==> src/rtl/acc_index_regs_pkg.sv <==
// Shared definitions for the accumulator / index register slice:
// default geometry and the nibble-pair loader state encoding.
package acc_index_regs_pkg;

  localparam int DW_DEF    = 4;
  localparam int NREGS_DEF = 16;

  typedef enum logic [1:0] {
    PAIR_IDLE = 2'd0,
    PAIR_HI   = 2'd1,
    PAIR_LO   = 2'd2
  } pair_state_e;

endpackage

==> src/rtl/acc_index_regs_if.sv <==
// Bus bundle between the datapath controller (master) and the
// accumulator / index register block (slave).
interface acc_index_regs_if #(
  parameter int DW  = acc_index_regs_pkg::DW_DEF,
  parameter int RAW = $clog2(acc_index_regs_pkg::NREGS_DEF)
) ();

  logic [DW-1:0]    alu_result;
  logic             alu_carry;
  logic             acc_we;
  logic             temp_we;
  logic             carry_we;
  logic [RAW-1:0]   rsel;
  logic             reg_we;
  logic             xch;
  logic             pair_start;
  logic [RAW-2:0]   pair_sel;
  logic             pair_abort;
  logic [DW-1:0]    nib_in;
  logic             nib_valid;

  logic [DW-1:0]    acc_out;
  logic [DW-1:0]    temp_out;
  logic             carry_out;
  logic [DW-1:0]    reg_out;
  logic [2*DW-1:0]  pair_out;
  logic             pair_busy;
  logic             pair_done;

  modport master (
    output alu_result, alu_carry, acc_we, temp_we, carry_we, rsel, reg_we, xch,
           pair_start, pair_sel, pair_abort, nib_in, nib_valid,
    input  acc_out, temp_out, carry_out, reg_out, pair_out, pair_busy, pair_done
  );

  modport slave (
    input  alu_result, alu_carry, acc_we, temp_we, carry_we, rsel, reg_we, xch,
           pair_start, pair_sel, pair_abort, nib_in, nib_valid,
    output acc_out, temp_out, carry_out, reg_out, pair_out, pair_busy, pair_done
  );

endinterface

==> src/rtl/acc_index_regs_pair_loader.sv <==
// Two-nibble pair loader: collects a high then a low nibble and emits a
// single-cycle commit strobe with the target pair index and both nibbles.
module pair_loader
  import acc_index_regs_pkg::*;
#(
  parameter int DW  = DW_DEF,
  parameter int RAW = $clog2(NREGS_DEF)
) (
  input  logic            clk,
  input  logic            rst,
  input  logic            start,
  input  logic [RAW-2:0]  sel,
  input  logic            abort,
  input  logic [DW-1:0]   nib_in,
  input  logic            nib_valid,
  output logic            busy,
  output logic            done,
  output logic            commit,
  output logic [RAW-2:0]  idx,
  output logic [2*DW-1:0] data
);

  pair_state_e    state_q;
  logic [DW-1:0]  stage_q;
  logic [RAW-2:0] ptr_q;
  logic           done_q;

  always_ff @(posedge clk) begin
    if (rst) begin
      state_q <= PAIR_IDLE;
      stage_q <= '0;
      ptr_q   <= '0;
      done_q  <= 1'b0;
    end else begin
      done_q <= 1'b0;
      case (state_q)
        PAIR_IDLE: begin
          if (start) begin
            ptr_q   <= sel;
            state_q <= PAIR_HI;
          end
        end
        PAIR_HI: begin
          if (abort) begin
            state_q <= PAIR_IDLE;
          end else if (nib_valid) begin
            stage_q <= nib_in;
            state_q <= PAIR_LO;
          end
        end
        PAIR_LO: begin
          // abort wins over a coincident low nibble
          if (abort) begin
            state_q <= PAIR_IDLE;
          end else if (nib_valid) begin
            state_q <= PAIR_IDLE;
            done_q  <= 1'b1;
          end
        end
        default: state_q <= PAIR_IDLE;
      endcase
    end
  end

  assign busy   = (state_q != PAIR_IDLE);
  assign done   = done_q;
  assign commit = (state_q == PAIR_LO) && nib_valid && !abort;
  assign idx    = ptr_q;
  assign data   = {stage_q, nib_in};

endmodule

==> src/rtl/acc_index_regs.sv <==
// Accumulator, Temp, Carry and the index register file, with a nibble-pair
// loader that writes two adjacent index registers atomically.
module acc_index_regs
  import acc_index_regs_pkg::*;
#(
  parameter int DW    = DW_DEF,
  parameter int NREGS = NREGS_DEF,
  parameter int RAW   = $clog2(NREGS)
) (
  input logic                clk,
  input logic                rst,
  acc_index_regs_if.slave    bus
);

  logic [DW-1:0]   acc_q,  acc_d;
  logic [DW-1:0]   temp_q, temp_d;
  logic            carry_q, carry_d;
  logic [DW-1:0]   regs_q [NREGS];
  logic [DW-1:0]   regs_d [NREGS];

  logic            pl_busy;
  logic            pl_done;
  logic            pl_commit;
  logic [RAW-2:0]  pl_idx;
  logic [2*DW-1:0] pl_data;
  logic            pair_locked;

  pair_loader #(.DW(DW), .RAW(RAW)) u_pair_loader (
    .clk       (clk),
    .rst       (rst),
    .start     (bus.pair_start),
    .sel       (bus.pair_sel),
    .abort     (bus.pair_abort),
    .nib_in    (bus.nib_in),
    .nib_valid (bus.nib_valid),
    .busy      (pl_busy),
    .done      (pl_done),
    .commit    (pl_commit),
    .idx       (pl_idx),
    .data      (pl_data)
  );

  // The in-flight pair owns its two registers until it commits or aborts.
  assign pair_locked = pl_busy && (bus.rsel[RAW-1:1] == pl_idx);

  always_comb begin
    acc_d   = acc_q;
    temp_d  = temp_q;
    carry_d = carry_q;
    regs_d  = regs_q;

    if (bus.xch) begin
      acc_d = regs_q[bus.rsel];
    end else if (bus.acc_we) begin
      acc_d = bus.alu_result;
    end
    if (bus.temp_we)  temp_d  = bus.alu_result;
    if (bus.carry_we) carry_d = bus.alu_carry;

    // Both xch and reg_we store the pre-edge ACC into the selected register.
    if ((bus.xch || bus.reg_we) && !pair_locked) begin
      regs_d[bus.rsel] = acc_q;
    end

    if (pl_commit) begin
      regs_d[{pl_idx, 1'b0}] = pl_data[2*DW-1:DW];
      regs_d[{pl_idx, 1'b1}] = pl_data[DW-1:0];
    end
  end

  always_ff @(posedge clk) begin
    if (rst) begin
      acc_q   <= '0;
      temp_q  <= '0;
      carry_q <= 1'b0;
      for (int i = 0; i < NREGS; i++) regs_q[i] <= '0;
    end else begin
      acc_q   <= acc_d;
      temp_q  <= temp_d;
      carry_q <= carry_d;
      regs_q  <= regs_d;
    end
  end

  assign bus.acc_out   = acc_q;
  assign bus.temp_out  = temp_q;
  assign bus.carry_out = carry_q;
  assign bus.reg_out   = regs_q[bus.rsel];
  assign bus.pair_out  = {regs_q[{bus.pair_sel, 1'b0}], regs_q[{bus.pair_sel, 1'b1}]};
  assign bus.pair_busy = pl_busy;
  assign bus.pair_done = pl_done;

endmodule

==> src/flat_wrapper.sv <==
// flat-port wrapper written by rule: the top's interface ports become plain ports
module acc_index_regs_flat import acc_index_regs_pkg::*;
#(
  parameter int DW    = DW_DEF,
  parameter int NREGS = NREGS_DEF,
  parameter int RAW   = $clog2(NREGS)
)
  (clk, rst, bus_alu_result, bus_alu_carry, bus_acc_we, bus_temp_we, bus_carry_we, bus_rsel, bus_reg_we, bus_xch, bus_pair_start, bus_pair_sel, bus_pair_abort, bus_nib_in, bus_nib_valid, bus_acc_out, bus_temp_out, bus_carry_out, bus_reg_out, bus_pair_out, bus_pair_busy, bus_pair_done);
  acc_index_regs_if #(.DW(DW), .RAW(RAW)) bus_i ();
  input logic clk;
  input logic rst;
  input wire logic [$bits(bus_i.alu_result)-1:0] bus_alu_result;
  input wire logic [$bits(bus_i.alu_carry)-1:0] bus_alu_carry;
  input wire logic [$bits(bus_i.acc_we)-1:0] bus_acc_we;
  input wire logic [$bits(bus_i.temp_we)-1:0] bus_temp_we;
  input wire logic [$bits(bus_i.carry_we)-1:0] bus_carry_we;
  input wire logic [$bits(bus_i.rsel)-1:0] bus_rsel;
  input wire logic [$bits(bus_i.reg_we)-1:0] bus_reg_we;
  input wire logic [$bits(bus_i.xch)-1:0] bus_xch;
  input wire logic [$bits(bus_i.pair_start)-1:0] bus_pair_start;
  input wire logic [$bits(bus_i.pair_sel)-1:0] bus_pair_sel;
  input wire logic [$bits(bus_i.pair_abort)-1:0] bus_pair_abort;
  input wire logic [$bits(bus_i.nib_in)-1:0] bus_nib_in;
  input wire logic [$bits(bus_i.nib_valid)-1:0] bus_nib_valid;
  output wire logic [$bits(bus_i.acc_out)-1:0] bus_acc_out;
  output wire logic [$bits(bus_i.temp_out)-1:0] bus_temp_out;
  output wire logic [$bits(bus_i.carry_out)-1:0] bus_carry_out;
  output wire logic [$bits(bus_i.reg_out)-1:0] bus_reg_out;
  output wire logic [$bits(bus_i.pair_out)-1:0] bus_pair_out;
  output wire logic [$bits(bus_i.pair_busy)-1:0] bus_pair_busy;
  output wire logic [$bits(bus_i.pair_done)-1:0] bus_pair_done;
  assign bus_i.alu_result = bus_alu_result;
  assign bus_i.alu_carry = bus_alu_carry;
  assign bus_i.acc_we = bus_acc_we;
  assign bus_i.temp_we = bus_temp_we;
  assign bus_i.carry_we = bus_carry_we;
  assign bus_i.rsel = bus_rsel;
  assign bus_i.reg_we = bus_reg_we;
  assign bus_i.xch = bus_xch;
  assign bus_i.pair_start = bus_pair_start;
  assign bus_i.pair_sel = bus_pair_sel;
  assign bus_i.pair_abort = bus_pair_abort;
  assign bus_i.nib_in = bus_nib_in;
  assign bus_i.nib_valid = bus_nib_valid;
  assign bus_acc_out = bus_i.acc_out;
  assign bus_temp_out = bus_i.temp_out;
  assign bus_carry_out = bus_i.carry_out;
  assign bus_reg_out = bus_i.reg_out;
  assign bus_pair_out = bus_i.pair_out;
  assign bus_pair_busy = bus_i.pair_busy;
  assign bus_pair_done = bus_i.pair_done;
  acc_index_regs #(.DW(DW), .NREGS(NREGS), .RAW(RAW)) u_core (.clk(clk), .rst(rst), .bus(bus_i));
endmodule
==> config.mk <==
export PLATFORM = sky130hd
export DESIGN_NAME = acc_index_regs_flat
export DESIGN_NICKNAME = d
export VERILOG_FILES = /design/src/rtl/acc_index_regs_pkg.sv /design/src/rtl/acc_index_regs_if.sv /design/src/rtl/acc_index_regs_pair_loader.sv /design/src/rtl/acc_index_regs.sv /design/src/flat_wrapper.sv
export SDC_FILE = /design/constraint.sdc
export NUM_CORES = 1
export LEC_CHECK = 0
export ABC_CLOCK_PERIOD_IN_PS = 4300
export CORE_ASPECT_RATIO = 0.6
export CORE_UTILIZATION = 40
export DETAILED_ROUTE_END_ITERATION = 7
export PLACE_DENSITY = 0.7
export REMOVE_ABC_BUFFERS = 1
export SLEW_MARGIN = 25
export SYNTH_ARGS = -nofsm -noshare
export SYNTH_HDL_FRONTEND = slang
export SYNTH_SLANG_ARGS = --single-unit
==> constraint.sdc <==
create_clock -name clk -period 4.3 [get_ports clk]
set_input_delay 1.29 -clock clk [delete_from_list [all_inputs] [get_ports clk]]
set_output_delay 1.29 -clock clk [all_outputs]
set_load 0.01 [all_outputs]
# --- Yosys cells after proc, flatten, opt, wreduce, memory -nomap -nowiden ---
# Cells that the tools add are included.
# W data, S select, Z words.
totals:
  reg_bits: 83
  out_inout_bits: 23
op_classes:
  order_cmp: 8
  n_bitwise: 7
  n_eq_ne: 6
  n_mux: 29
  reduce_logical: 17
op_table:
  columns: ["cell", "count"]
  rows:
  - ["$bwmux W64", 3]
  - ["$mux W64", 2]
  - ["$bmux W4 S4", 3]
  - ["$demux W4 S4", 3]
  - ["$mux W4", 11]
  - ["$ge A5 B5 Y1 const B", 5]
  - ["$not A4 Y5", 5]
  - ["$lt A5 B1 Y1 const B", 3]
  - ["$mux W2", 5]
  - ["$logic_and A1 B1 Y1", 7]
  - ["$ne A3 B3 Y1 const B", 2]
  - ["$pmux W2 S3", 1]
  - ["$reduce_and A3 Y1", 2]
  - ["$reduce_bool A2 Y1", 2]
  - ["$eq A3 B3 Y1", 1]
  - ["$reduce_or A3 Y1", 1]
  - ["$eq A2 B1 Y1 const B", 1]
  - ["$eq A2 B2 Y1 const B", 1]
  - ["$logic_not A1 Y1", 2]
  - ["$logic_not A2 Y1", 1]
  - ["$ne A2 B2 Y1 const B", 1]
  - ["$not A1 Y1", 2]
  - ["$reduce_and A2 Y1", 1]
  - ["$logic_or A1 B1 Y1", 1]
  - ["$mux W1", 1]

# --- Longest topological paths before layout ---
# Gate-level depths: netlist (run 1).
depth:
  depth_word: 10
  mapped_depth: 8
  mapped_depth_nobuf: 5

# --- Hierarchy ---
# A second synthesis (run 1) with hierarchy kept.
hier_totals:
  cells_unflattened: 610
  area_unflattened_um2: 5388.9
modules_own_cells:
  columns: ["mod", "seq_area_each_um2", "area_each_um2", "n_inst", "cells_each"]
  rows:
  - ["acc_index_regs", 1461.4, 4890.9, 1, 562]
  - ["pair_loader", 200.2, 498.0, 1, 48]

# --- Worst setup path after synthesis (run 1) ---
# No wires, ideal clock.
synth_path:
  path_kind: "input to output"
  start: "in bus_rsel[0]"
  end: "out bus_reg_out[0]"
  stages: 6
  t_required_ns: 3.010
  path_slack_ns: 0.343
  t_arrival_ns: 2.667
  path_buffers: 2
  cell_sequence: "clkbuf_1 buf_4 mux4_2 mux2_2 nand2_1 nand2_1"
synth_between:
  elab_chain_cells: 4
synth_rtl:
  columns: ["item", "line_no", "text"]
  rows:
  - ["from (decl)", "flat_wrapper.sv:17", "input wire logic [$bits(bus_i.rsel)-1:0] bus_rsel;"]
  - ["$not A4 Y5 (implied by the code)", "acc_index_regs.sv:88", "assign bus.reg_out = regs_q[bus.rsel];"]
  - ["$bmux W4 S4", "acc_index_regs.sv:88", null]
  - ["$mux W4 (implied by the code) (2 in series)", "acc_index_regs.sv:88", null]
  - ["to (decl)", "flat_wrapper.sv:28", "output wire logic [$bits(bus_i.reg_out)-1:0] bus_reg_out;"]
# No other way between the ends. The select of a mux whose other input is x is not followed.

# --- Worst setup path after layout (run 1) ---
layout_path:
  start: "in bus_pair_sel[0]"
  end: "out bus_pair_out[1]"
layout_between:
  elab_chain_cells: 4
layout_rtl:
  columns: ["item", "line_no", "text"]
  rows:
  - ["from (decl)", "flat_wrapper.sv:21", "input wire logic [$bits(bus_i.pair_sel)-1:0] bus_pair_sel;"]
  - ["$not A4 Y5 (implied by the code)", "acc_index_regs.sv:89", "assign bus.pair_out = {regs_q[{bus.pair_sel, 1'b0}], regs_q[{bus.pair_sel, 1'b1}]};"]
  - ["$bmux W4 S4", "acc_index_regs.sv:89", null]
  - ["$mux W4 (implied by the code) (2 in series)", "acc_index_regs.sv:89", null]
  - ["to (decl)", "flat_wrapper.sv:29", "output wire logic [$bits(bus_i.pair_out)-1:0] bus_pair_out;"]
# No other way between the ends. The select of a mux whose other input is x is not followed.

==> flow_metrics.env, run 1 <==
export IMPL_status="complete, no violations"
export IMPL_hold_violations=0
export IMPL_cts_tree="built"
export IMPL_worst_endpoint_arrival_ps=2930
export IMPL_hold_class="reg2reg"
export IMPL_grtUsageTotal_pct=28.1
export IMPL_path_max_fanout=8
export IMPL_insertion_delay_ps=350
export IMPL_path_class="in2out"
export IMPL_final_area_mm2=0.00615
export IMPL_wl_per_cell_um=23.6
export IMPL_ctsHoldBuffers=0
export IMPL_syn_area_per_cell_um2=8.97
export IMPL_postSynth_asyncResetShare_pct=0
export IMPL_drtAntennaViolNets=0
export IMPL_grt_overflow=0
export IMPL_timing_fmax_mhz=237
export IMPL_placedInstanceArea_mm2=0.00579
export IMPL_via_count=5102
export IMPL_final_common_cell="dfxtp_1"
export IMPL_port_buffer_count=48
export IMPL_p_leak_nw=2.15
export IMPL_grt_pass1_vias=5018
export IMPL_clkTransAtPathRegs_ps=60
export IMPL_syn_inst=581
export IMPL_critPathLaunchType="input pin"
export IMPL_yosysSeqAreaShare_pct=31.9
export IMPL_reg2reg_slack_ps=2090
export IMPL_die_w_um=149
export IMPL_yosys_warnings=0
export IMPL_cts_root_buf="clkbuf_16"
export IMPL_slew_viol_final=0
export IMPL_cts_buffers=9
export IMPL_dr_pass1_iters=6
export IMPL_fin_skew_ps=6.21
export IMPL_cts_buffer_depth=2
export IMPL_fin_crit_ps=4220
export IMPL_drt_iter0_drc=809
export IMPL_multi_input_area_mm2=0.00317
export IMPL_ys_types=44
export IMPL_cp_end_kind="output port"
export IMPL_grt_max_degree=77
export IMPL_synthFlopType="dfxtp_1"
export IMPL_worst_ep_required_time_ps=3010
export IMPL_worstMarginPinSlew_ps=1020
export IMPL_die_area_mm2=0.0135
export IMPL_maxCapViolCount=0
export IMPL_fin_ws_ps=79.5
export IMPL_rsz0062_at_grt="false"
export IMPL_final_setup_viol_count=0
export IMPL_vdd_drop_max_mv=0.180
export IMPL_ios=49
export IMPL_final_fill_count=1126
export IMPL_die_y_um=90.4
export IMPL_p_per_area_mw_per_mm2=301
export IMPL_drive_above_1_share_pct=16.5
export IMPL_finalWeightedCongestion=0.988
export IMPL_num_rows=31
export IMPL_grt_antenna_before_repair=0
export IMPL_htreeDepth=3
export IMPL_seqCellArea_mm2=0.00166
export IMPL_final_nets=622
export IMPL_drt_total_wl_um=18100
export IMPL_via_per_inst=6.66
export IMPL_core_area_mm2=0.0124
export IMPL_synth_edff_count=0
export IMPL_timing_final_crit_share_pct=98.2
export IMPL_antenna_cells=0
export IMPL_synth_seq_cells=83
export IMPL_final_cell_mix="83 x dfxtp_1, 67 x nor2_1, 52 x o21ai_0"
export IMPL_syn_area_mm2=0.00521
export IMPL_drc=0
export IMPL_dpl_worst_slack_ps=-437
export IMPL_slew_headroom_pct=31.7
export IMPL_initial_core_util_pct=42.1
export IMPL_area_growth_pct=18.1
export IMPL_dp_hpwl_um=12600
export IMPL_cts_sink_count=83
export IMPL_grt_pass1_wl_um=28400
-- Yosys cell counts, types with 8 or more instances --
| cell | n | area [um^2] |
|---|---|---|
| a211oi_1 | 36 | 270 |
| a311oi_1 | 24 | 210 |
| a31oi_1 | 8 | 50.1 |
| buf_2 | 16 | 80.1 |
| clkbuf_1 | 33 | 124 |
| dfxtp_1 | 83 | 1660 |
| inv_1 | 13 | 48.8 |
| mux2_2 | 16 | 180 |
| mux2i_1 | 10 | 100 |
| mux4_2 | 32 | 721 |
| nand2_1 | 26 | 97.6 |
| nand3_1 | 33 | 165 |
| nor2_1 | 67 | 251 |
| nor3_1 | 18 | 90.1 |
| o21ai_0 | 52 | 260 |
| o21bai_1 | 24 | 180 |
| o31a_1 | 28 | 245 |
-- kinds of logic after synthesis --
logic type / after synthesis / share of synthesized area [%]
and+or+nand+nor: 179 / 17.0
xor gates and xnor gates: 3 / 0.504
AOI/OAI and AO/OA: 178 / 24.1
muxes: 58 / 19.2
buffers and inverters: 80 / 7.32
DFF: 83 / 31.9
-- through the flow --
stage / utilization (%) / hold slack (ps) / total power [W] / cells / setup TNS [ps]
global route: 49.7 / 532 / 0.00191 / 766 / 0
global placement: 46.8 / 479 / 0.00105 / 747 / -3960
floorplan: - / 446 / 0.000920 / 515 / 0
CTS: 49.8 / 499 / 0.00185 / 766 / 0
detailed placement: 46.8 / 485 / 0.00106 / 747 / -4010
finish: 49.7 / 495 / 0.00185 / 766 / 0
-- area by class of cell --
cell class | instances | area share, %
Tap cell | 165 | 3.36
Clock inverter | 4 | 0.814
Clock buffer | 12 | 4.01
Sequential cell | 83 | 27.0
Multi-Input combinational cell | 418 | 51.5
Inverter | 14 | 0.854
Timing Repair Buffer | 70 | 12.5
-- sequential cells by signal, indices dropped and copies added (netlist names) --
name and count:
u_core.regs_q 64, u_core.bus.temp_out 4, u_core.u_pair_loader.state_q 2, u_core.bus.carry_out 1, u_core.u_pair_loader.done 1, u_core.u_pair_loader.stage_q 4
u_core.bus.acc_out 4, u_core.u_pair_loader.idx 3
-- power breakdown --
part | switching, W | internal [W] | total, W | leakage, nW
registers | 0.0000274 | 0.000786 | 0.000814 | 0.672
logic | 0.000134 | 0.000111 | 0.000245 | 1.34
clock network | 0.000328 | 0.000466 | 0.000794 | 0.139
-- worst max-delay path, stage by stage --
cell and delay, ps:
clkdlybuf4s15_2 240, bufbuf_16 310, mux4_2 500, mux2_2 300, dlygate4sd2_1 290
-- timing repair --
| action | in CTS | in global routing |
|---|---|---|
| gates cloned | 2 | 0 |
| setup buffers | 1 | 0 |
| setup endpoints to repair | 12 | 4 |
| resized for setup | 26 | 1 |
-- path summary, 6_finish.rpt --
kind	start	to	cells past startpoint
worst max-delay path	bus_pair_sel[0]	bus_pair_out[1]	5
worst min-delay path	u_core.bus.temp_out[1]	u_core.bus.temp_out[1]	2
worst max register to register	u_core.u_pair_loader.state_q[1]	u_core.regs_q[51]	4
worst min register to register	u_core.bus.temp_out[1]	u_core.bus.temp_out[1]	2
-- metal layers --
metal	vias up	track usage (%)	wire length, um
met5	-	0	0
met4	0	9.69	515
met3	52	10.2	2490
met2	347	40.4	7640
met1	2466	38.3	7420
li1	2237	-	-
No activity file was read; power rests on OpenSTA's default activity.
==> inputs of run 2 (changes only) <==
- MAX_ROUTING_LAYER: default -> met4
==> run 2 against run 1 <==
Net effect: power is 0.79% lower; sequential share of layout area hardly changed; critical path depth is 1 higher; sequential cell count stayed put; clock-buffer cell count stayed put; final area is 0.10% lower; routed wire length is 2.5% higher; die area stayed put; non-clock buffer count is 2 higher; combinational power hardly changed; critical path type unchanged; critical endpoint is now bus_pair_out[2].
==> flow_metrics.env, run 2 (synthesis results as in run 1) <==
export IMPL_final_nets=624
export IMPL_cts_sink_count=83
export IMPL_timing_rr_start="u_core.u_pair_loader.state_q[1]"
export IMPL_hold_class="reg2reg"
export IMPL_antenna_cells=0
export IMPL_worstMarginPinSlew_ps=984
export IMPL_clkTransAtPathRegs_ps=60
export IMPL_drt_total_wl_um=18500
export IMPL_path_max_fanout=7
export IMPL_cts_root_buf="clkbuf_16"
export IMPL_switching_share_pct=26.7
export IMPL_cts_tree="built"
export IMPL_startpoint="bus_pair_sel[1]"
export IMPL_cp_slowest_cell="clkdlybuf4s50_1"
export IMPL_grtUsageTotal_pct=28.6
export IMPL_slew_headroom_pct=34.4
export IMPL_dpl_cell_count=749
export IMPL_grt_overflow=0
export IMPL_fin_ws_ps=13.3
export IMPL_final_setup_viol_count=0
export IMPL_rsz0062_at_grt="false"
export IMPL_tns_ps=0
export IMPL_maxCapViolCount=0
export IMPL_vdd_drop_max_mv=0.168
export IMPL_fin_skew_ps=8.49
export IMPL_power_switching_w=0.000490
export IMPL_grt_max_degree=77
export IMPL_num_rows=31
export IMPL_intPower_w=0.00135
export IMPL_core_area_mm2=0.0124
export IMPL_cts_buffers=9
export IMPL_stdcell_count=768
export IMPL_drc=0
export IMPL_status="complete, no violations"
export IMPL_final_cell_mix="83 x dfxtp_1, 67 x nor2_1, 52 x o21ai_0"
export IMPL_slowest_delay_ps=500
export IMPL_critPathLaunchType="input pin"
export IMPL_timing_fmax_mhz=233
export IMPL_hold_violations=0
export IMPL_worst_endpoint_arrival_ps=3000
export IMPL_dpl_worst_slack_ps=-440
export IMPL_cp_end_kind="output port"
export IMPL_drive_above_1_share_pct=16.6
export IMPL_via_count=5163
export IMPL_r2r_cells=4
export IMPL_p_per_area_mw_per_mm2=299
export IMPL_comb_power_share_pct=13.4
export IMPL_r2r_end="u_core.regs_q[48]"
export IMPL_critPathCapture="bus_pair_out[2]"
export IMPL_worst_ep_required_time_ps=3010
export IMPL_port_buffer_count=48
export IMPL_die_w_um=149
export IMPL_insertion_delay_ps=350
export IMPL_p_leak_nw=2.15
export IMPL_area_growth_pct=18.0
export IMPL_timing_final_crit_share_pct=99.7
export IMPL_final_common_cell="dfxtp_1"
export IMPL_slew_viol_final=0
export IMPL_p_seq_share_pct=44.4
export IMPL_cts_buffer_depth=2
export IMPL_die_y_um=90.4
export IMPL_finalWeightedCongestion=0.960
export IMPL_via_per_inst=6.72
export IMPL_grt_antenna_before_repair=0
export IMPL_grt_pass1_wl_um=28000
export IMPL_regMostFlops="u_core.regs_q"
export IMPL_ctsHoldBuffers=0
export IMPL_dp_hpwl_um=12900
export IMPL_clkPwrFrac_pct=42.2
export IMPL_holdWs_ps=509
export IMPL_wl_per_cell_um=24.1
export IMPL_drt_iter0_drc=672
export IMPL_fin_crit_ps=4290
export IMPL_reg2reg_slack_ps=2170
export IMPL_ios=49
export IMPL_drtAntennaViolNets=0
export IMPL_grt_pass1_vias=4745
export IMPL_die_area_mm2=0.0135
export IMPL_dr_pass1_iters=5
export IMPL_largest_reg_flops=64
export IMPL_path_cells="clkdlybuf4s50_1 -> buf_12 -> buf_4 -> mux4_2 -> mux2_2 -> dlygate4sd2_1"
export IMPL_path_class="in2out"
export IMPL_htreeDepth=3
export IMPL_initial_core_util_pct=42.1
[run 2: cell types whose count changed in the layout (fill, tap and decap cells not counted), sizes merged]
cell,change
clkdlybuf4s50,+1
clkdlybuf4s15,+1
clkinvlp,-1
dlygate4sd2,-2
clkinv,+1
buf,+2
[run 2: worst max-delay path, delay by kind of cell]
family | cells | cell delay, ps
buffers and inverters | 4 | 1100
muxes | 2 | 600
[run 2: cell type report]
type                    count  area (um^2)
inverters                  14         52.6
fillers                  1129         6230
multi-input cells         418         3170
clock buffers              12          236
well taps                 165          206
clock inverters             4         51.3
repair buffers             72          769
flip-flops and latches     83         1660
[run 2: metrics by stage]
step | utilization [%] | power [W] | cell area, um^2
floorplan | - | 0.000920 | 4880
global placement | 47.0 | 0.00106 | 5810
detailed placement | 47.0 | 0.00106 | 5810
CTS | 49.7 | 0.00183 | 6150
global route | 49.7 | 0.00189 | 6150
finish | 49.7 | 0.00184 | 6150
[run 2: how the worst min path moves through the flow]
stage	startpoint	to	cells after the start
after detailed placement	u_core.regs_q[24]	u_core.regs_q[24]	2
after floorplan	u_core.regs_q[42]	u_core.regs_q[42]	2
after global placement	u_core.bus.carry_out	u_core.bus.carry_out	2
final	u_core.bus.temp_out[2]	u_core.bus.temp_out[2]	2
after CTS	u_core.regs_q[24]	u_core.regs_q[24]	2
after global routing	u_core.regs_q[26]	u_core.regs_q[26]	2
[run 2: power by group through the flow]
stage | clock network [W] | registers (W) | logic (W)
6_report | 0.000776 | 0.000816 | 0.000246
5_1_grt | 0.000818 | 0.000817 | 0.000259
2_1_floorplan | 0 | 0.000822 | 0.0000983
4_1_cts | 0.000779 | 0.000814 | 0.000241
3_5_place_dp | 0 | 0.000831 | 0.000232
3_3_place_gp | 0 | 0.000830 | 0.000225
[run 2: timing repair]
action | CTS | global route
setup buffers | 1 | 0
gates cloned | 2 | 0
gates resized for setup | 20 | 3
endpoints found under the setup margin | 12 | 5
pin swaps | 0 | 0
[run 2: routing by layer]
layer | global-route usage, % | vias up | wire, um
li1 | - | 2248 | -
met4 | 8.16 | 0 | 440
met3 | 8.59 | 55 | 2360
met2 | 39.8 | 357 | 7780
met5 | - | - | 0
met1 | 39.7 | 2503 | 7940
==> inputs of run 3 (changes only) <==
- CAP_MARGIN: default -> 20
==> results of run 3 <==
Final layout, timing and power as in run 2 (identical DEF).
